File: config.mk
export PLATFORM = sky130hd
export DESIGN_NAME = cell_scheduler
export DESIGN_NICKNAME = d
export VERILOG_FILES = /design/src/rtl/cell_scheduler.sv
export SDC_FILE = /design/constraint.sdc
export NUM_CORES = 1
export LEC_CHECK = 0
export CAP_MARGIN = 20
export CORE_ASPECT_RATIO = 1.75
export CORE_UTILIZATION = 52
export CTS_BUF_LIST = sky130_fd_sc_hd__clkbuf_16
export DETAILED_ROUTE_END_ITERATION = 6
export PLACE_DENSITY = 0.83
export SLEW_MARGIN = 20
export SYNTH_ARGS = -nofsm -noshare
export SYNTH_HDL_FRONTEND = slang
export SYNTH_SLANG_ARGS = --single-unit
File: constraint.sdc
create_clock -name clk -period 6.1 [get_ports clk]
set_input_delay 1.22 -clock clk [delete_from_list [all_inputs] [get_ports clk]]
set_output_delay 1.22 -clock clk [all_outputs]
set_load 0.01 [all_outputs]
File: src/rtl/cell_scheduler.sv
// Raster scheduler: issues cell-center coordinates for one image pass and
// bounds the number of cells awaiting results.
//
// state | meaning
// IDLE  | waiting for start; illegal opcode pulses err
// ISSUE | presenting cells in raster order
// DRAIN | no new cells, waiting for outstanding results
// DONE  | one-cycle done pulse (err too if aborted)
module cell_scheduler #(
    parameter int IMG_W   = 640,
    parameter int IMG_H   = 480,
    parameter int CELL_N  = 3,
    parameter int MAX_OUT = 4
) (
    input  logic                     clk,
    input  logic                     rst,
    input  logic                     start,
    input  logic [3:0]               opcode_in,
    input  logic [7:0]               user_in,
    input  logic                     abort,
    output logic                     cell_valid,
    input  logic                     cell_ready,
    output logic [$clog2(IMG_W)-1:0] cell_x,
    output logic [$clog2(IMG_H)-1:0] cell_y,
    output logic [3:0]               cell_op,
    output logic [7:0]               cell_user,
    output logic                     cell_last,
    input  logic                     res_valid,
    output logic                     res_ready,
    output logic                     busy,
    output logic                     done,
    output logic                     err
);
    localparam int HALF = (CELL_N - 1) / 2;
    localparam int XW   = $clog2(IMG_W);
    localparam int YW   = $clog2(IMG_H);
    localparam int OW   = $clog2(MAX_OUT + 1);
    localparam logic [XW-1:0] X_LO    = XW'(HALF);
    localparam logic [XW-1:0] X_HI    = XW'(IMG_W - 1 - HALF);
    localparam logic [YW-1:0] Y_LO    = YW'(HALF);
    localparam logic [YW-1:0] Y_HI    = YW'(IMG_H - 1 - HALF);
    localparam logic [OW-1:0] OUT_MAX = OW'(MAX_OUT);
    localparam logic [3:0]    OP_MAX  = 4'd11;

    typedef enum logic [1:0] {S_IDLE, S_ISSUE, S_DRAIN, S_DONE} state_t;

    state_t        state_q, state_d;
    logic [XW-1:0] x_q, x_d;
    logic [YW-1:0] y_q, y_d;
    logic [3:0]    op_q, op_d;
    logic [7:0]    user_q, user_d;
    logic [OW-1:0] out_q, out_d;
    logic          aborted_q, aborted_d;
    logic          bad_op_q, bad_op_d;
    logic          at_end, cell_xfer, res_xfer;

    always_ff @(posedge clk) begin
        if (rst) begin
            state_q   <= S_IDLE;
            x_q       <= '0;
            y_q       <= '0;
            op_q      <= '0;
            user_q    <= '0;
            out_q     <= '0;
            aborted_q <= 1'b0;
            bad_op_q  <= 1'b0;
        end else begin
            state_q   <= state_d;
            x_q       <= x_d;
            y_q       <= y_d;
            op_q      <= op_d;
            user_q    <= user_d;
            out_q     <= out_d;
            aborted_q <= aborted_d;
            bad_op_q  <= bad_op_d;
        end
    end

    // A result returned on a full cycle frees a slot for a same-cycle issue.
    assign res_ready  = (out_q != '0);
    assign res_xfer   = res_valid & res_ready;
    assign cell_valid = (state_q == S_ISSUE) && ((out_q != OUT_MAX) || res_xfer);
    assign cell_xfer  = cell_valid & cell_ready;
    assign at_end     = (x_q == X_HI) && (y_q == Y_HI);
    assign cell_last  = (state_q == S_ISSUE) && at_end;
    assign cell_x     = x_q;
    assign cell_y     = y_q;
    assign cell_op    = op_q;
    assign cell_user  = user_q;
    assign busy       = (state_q == S_ISSUE) || (state_q == S_DRAIN);
    assign done       = (state_q == S_DONE);
    assign err        = ((state_q == S_DONE) && aborted_q) || bad_op_q;

    always_comb begin
        out_d = out_q;
        if (cell_xfer && !res_xfer) begin
            out_d = out_q + 1'b1;
        end else if (!cell_xfer && res_xfer) begin
            out_d = out_q - 1'b1;
        end
    end

    always_comb begin
        state_d   = state_q;
        x_d       = x_q;
        y_d       = y_q;
        op_d      = op_q;
        user_d    = user_q;
        aborted_d = aborted_q;
        bad_op_d  = 1'b0;
        case (state_q)
            S_IDLE: begin
                if (start) begin
                    if (opcode_in <= OP_MAX) begin
                        op_d      = opcode_in;
                        user_d    = user_in;
                        x_d       = X_LO;
                        y_d       = Y_LO;
                        aborted_d = 1'b0;
                        state_d   = S_ISSUE;
                    end else begin
                        bad_op_d = 1'b1;
                    end
                end
            end
            S_ISSUE: begin
                if (cell_xfer && !at_end) begin
                    if (x_q == X_HI) begin
                        x_d = X_LO;
                        y_d = y_q + 1'b1;
                    end else begin
                        x_d = x_q + 1'b1;
                    end
                end
                if (abort) begin
                    aborted_d = 1'b1;
                    state_d   = S_DRAIN;
                end else if (cell_xfer && at_end) begin
                    state_d = S_DRAIN;
                end
            end
            S_DRAIN: begin
                if (out_d == '0) begin
                    state_d = S_DONE;
                end
            end
            S_DONE: begin
                state_d = S_IDLE;
            end
            default: begin
                state_d = S_IDLE;
            end
        endcase
    end
endmodule

Word-level counts from Yosys, hierarchy flattened. Index checks and enable logic that the tools add are counted.

Register bits: 38. Output and inout port bits: 37. Word-level logic and storage cells: 77.

Add/subtract/negate cells: 4. $lt $le $gt $ge: 1. Equal/unequal tests: 13. Mux-type cells: 23. Bitwise gates (word level): 4. Reductions and logical operators: 24.

Operator list (number): $mux W10 (4); $mux W9 (4); $pmux W10 S2 (1); $pmux W9 S2 (1); $reduce_and A4 Y1 (3); $add A10 B1 Y10 const B (1); $eq A10 B10 Y1 const B (1); $mux W2 (5); $add A9 B1 Y9 const B (1); $eq A9 B9 Y1 const B (1); $logic_and A1 B1 Y1 (8); $pmux W2 S4 (1); $mux W3 (2); $ne A2 B1 Y1 const B (3); $ne A2 B2 Y1 const B (3); $reduce_and A5 Y1 (1); $eq A2 B2 Y1 const B (2); $le A4 B4 Y1 const B (1); $mux W1 (4); $add A3 B1 Y3 const B (1); $logic_not A1 Y1 (3); $logic_not A3 Y1 (1); $logic_or A1 B1 Y1 (3); $ne A3 B2 Y1 const B (1); other kinds (11) (13).

Depth between registers and ports, before layout.
Depth after elaboration: 12. Depth in mapped cells: 11. Mapped depth without buffers: 8.

Worst setup path before layout. No wires, ideal clock.

Path kind: input port to output port. Start: input port res_valid. End: output port cell_valid. Arrival: 1.578 ns. Data required time: 4.880 ns. Setup slack: 3.302 ns. Stages: 2. Path buffers: 0. Cell sequence: nand3b_1 -> and2_1.

Word-level cells in the longest chain between the ends: 3.

Ends and longest elaborated chain: start, declared (line 28) `input logic res_valid,`; $and A1 B1 Y1 (line 81) `assign res_xfer = res_valid & res_ready;`; $logic_or A1 B1 Y1 (line 82) `assign cell_valid = (state_q == S_ISSUE) && ((out_q != OUT_MAX) || res_xfer);`; $logic_and A1 B1 Y1 (line 82); end, declared (line 21) `output logic cell_valid,`.

No other way between the ends.

Worst setup path after layout. Same ends and word-level chain as after synthesis.

==> results.md <==
* Status: complete, no violations
* RSZ-0062 raised after global routing: no
* Cell taking the most area after synthesis: dfxtp_1
* Asr flop ratio synth at 0%
* Crit path DAT at 2680 ps
* Postcts setup bufs at 0
* Worst rel slew slack at 37.11%
* Crit end category: output pin
* Max Root-Sink Buffers at 2
* Crit path top cell by count: clkdlybuf4s50_1
* Die Ht at 84.59 um
* Row count at 29
* Worst vdd ir at 0.2715 mV
* Port bufs at 54
* CTS resizes at 0
* Final Max Slew Viols at 0
* Total track usage at 25.37%
* CTS clock-pin slew for the worst setup and hold paths at 60 ps
* Gpl congestion at 0.9097
* Via density per instance at 5.656
* Clock tree root buffer cell: clkbuf_16
* Post-layout min period at 3902 ps
* Delay of the slowest critical-path stage at 600 ps
* GR Overflow Total at 0
* Post-Route Utilization at 74.05%
* Antenna violations before repair at 0
* I/O pins at 55
* # nets final at 322
* WL final at 4923 um
* Die Wd at 49.20 um
* WL/cell at 14.48 um
* Drt first pass iters at 4
* Vias in the first global route at 1,872
* CTS tree: done
* Core area at 3665 um2
* Initial DRC count at 52
* Average size of a mapped cell at 8.411 um2
* # diodes at 0
* Req. time, crit path at 4880 ps
* Setup violations, final at 0
* Setup TNS at 0 ps
* Measured slew at the worst slew-check pin at 938.2 ps
* Max_cap viols at 0
* Clock latency on the worst-skew pair at 280 ps
* Slowest CP cell: clkdlybuf4s50_1
* Num CTS Buffers at 5
* Clock sinks at 38
* Power Total at 1.004 mW
* Yosys Warn Count at 0
* WHS at 456.1 ps
* Vias at 1,923
* Area grow syn2layout at 33.89%
* Htree depth at 2
* Synth Net Count at 270
* Startpoint types: input port
* Area post-placement at 2572 um2
* DRC violations left at 0
* Synth Flop Type: dfxtp_1
* Synth area leaders: dfxtp_1 (38%), ha_1 (6.8%), xnor2_1 (6.5%)
* Register area share after synthesis at 37.53%
* Antenna Nets Post-Route at 0
* Seq cells post-synth at 38
* Starting Density at 55.31%
* Crit Path Max Fanout at 8
* Final period utilization at 63.97%
* Fmax at 256.3 MHz
* Fill count at 294
* Post-synth EDFFs at 0
* LEAKAGE at 0.9748 nW
* First-pass GRT wire length at 8204 um
* Crit path cell chain: clkdlybuf4s50_1, nand3b_1, and2_1, clkdlybuf4s50_1
* CP Class: in -> out
* Share of cells above drive strength 1 at 5.102%
* Largest net degree at the start of global routing at 22
* Mapped cell area at 2027 um2
* Final Instance Area at 2714 um2
* Cell area power density at 369.9 nW/um2
* Hold WC Path Type: reg -> reg
* Die ar. at 4161 um2
* CTS Hold Bufs at 0
* Synth top area share at 37.53%
* Synth cell types at 53
* Synthesized netlist cell count at 241
* Fin. Hold Viols at 0
* Worst clock skew at 2.953 ps
* Post-detail-place hpwl at 3580 um
==> cells in the mapped netlist (2+ instances only) <==
cell       n
buf_4      2
o21ai_0    4
clkbuf_1   2
xnor2_1   15
nand4_1    3
a21o_1     2
nor4_1    10
inv_1     13
buf_2      2
nand2_1   24
and2_1     3
nor4b_1    2
dfxtp_1   38
nand3b_1   2
or4_1      2
nor3_1     7
nor3b_1    2
nor3_2     2
and4bb_2   2
nand3_1   16
nor2_1    25
a21oi_1   18
nor2b_1    2
a21bo_2    2
and3_1     3
ha_1      11
==> stage by stage <==
| stage | worst slack [ps] | cells |
|---|---|---|
| 2_1_floorplan | 3302 | 241 |
| 5_1_grt | 2142 | 340 |
| 3_5_place_dp | 2218 | 332 |
| 3_3_place_gp | 2225 | 332 |
| 6_report | 2198 | 340 |
| 4_1_cts | 2194 | 340 |
==> flip-flops by register name (all words and copies together) (netlist names) <==
signal	cells
cell_user	8
state_q	2
cell_op	4
cell_y	9
aborted_q	1
cell_x	10
out_q	3
bad_op_q	1
==> where the power goes <==
| part | switching, mW | internal (mW) | total (mW) |
|---|---|---|---|
| sequential | 0.0390 | 0.285 | 0.324 |
| clock | 0.101 | 0.149 | 0.250 |
| combinational | 0.241 | 0.190 | 0.430 |
| total | 0.380 | 0.624 | 1.00 |
==> routing by layer <==
layer | share of wire, % | vias to the layer above | GRT usage, % | routed length [um]
met5 | 0 | - | 0 | 0
met4 | 3.9 | 0 | 14.97 | 191
met3 | 4.0 | 18 | 5.072 | 196
met2 | 51 | 59 | 43.09 | 2505
met1 | 41 | 883 | 28.57 | 2030
li1 | - | 963 | - | -
==> path summary, 6_finish.rpt <==
| check | start | endpoint | slack, ps | depth (start not counted) |
|---|---|---|---|---|
| worst max-delay path | res_valid | cell_valid | 2200 | 4 |
| worst min register to register | cell_user[1] | cell_user[1] | 460 | 2 |
| worst min-delay path | cell_user[1] | cell_user[1] | 460 | 2 |
| worst max register to register | state_q[1] | cell_x[1] | 3240 | 8 |
==> critical path, delay by kind of cell <==
family,cells,cell delay [ps]
buf+inv,2,1120
simple gates,2,340
==> cell usage in the layout (no fill, tap or decap), drive strengths merged, types with 4 or more instances in the layout <==
cell	count
clkdlybuf4s50	54
dfxtp	38
nor2	25
nand2	24
a21oi	18
nand3	16
xnor2	15
inv	13
ha	11
nor4	10
nor3	9
clkbuf	5
o21ai	4
==> layout make-up <==
| cell class | count | area (um2) | share of cell area, % |
|---|---|---|---|
| timing repair buffer | 54 | 540.5 | 19.92 |
| multi-input combinational | 181 | 1165 | 42.92 |
| clock buffer | 5 | 125.1 | 4.610 |
| clock inverter | 3 | 16.27 | 0.5994 |
| sequential | 38 | 760.7 | 28.03 |
| tap | 46 | 57.56 | 2.121 |
| inverter | 13 | 48.80 | 1.798 |
==> kinds of logic (layout without fill, tap and decap cells) <==
kind of cell | Yosys count | count (layout) | synth area share (%)
muxes | 2 | 2 | 1.234
adders and majority gates | 11 | 11 | 6.790
buffers and inverters | 22 | 75 | 5.000
xor gates and xnor gates | 15 | 15 | 6.482
DFF | 38 | 38 | 37.53
and+or+nand+nor | 111 | 111 | 28.83
AOI/OAI and AO/OA | 42 | 42 | 14.14
(Power assumes the default switching activity.)
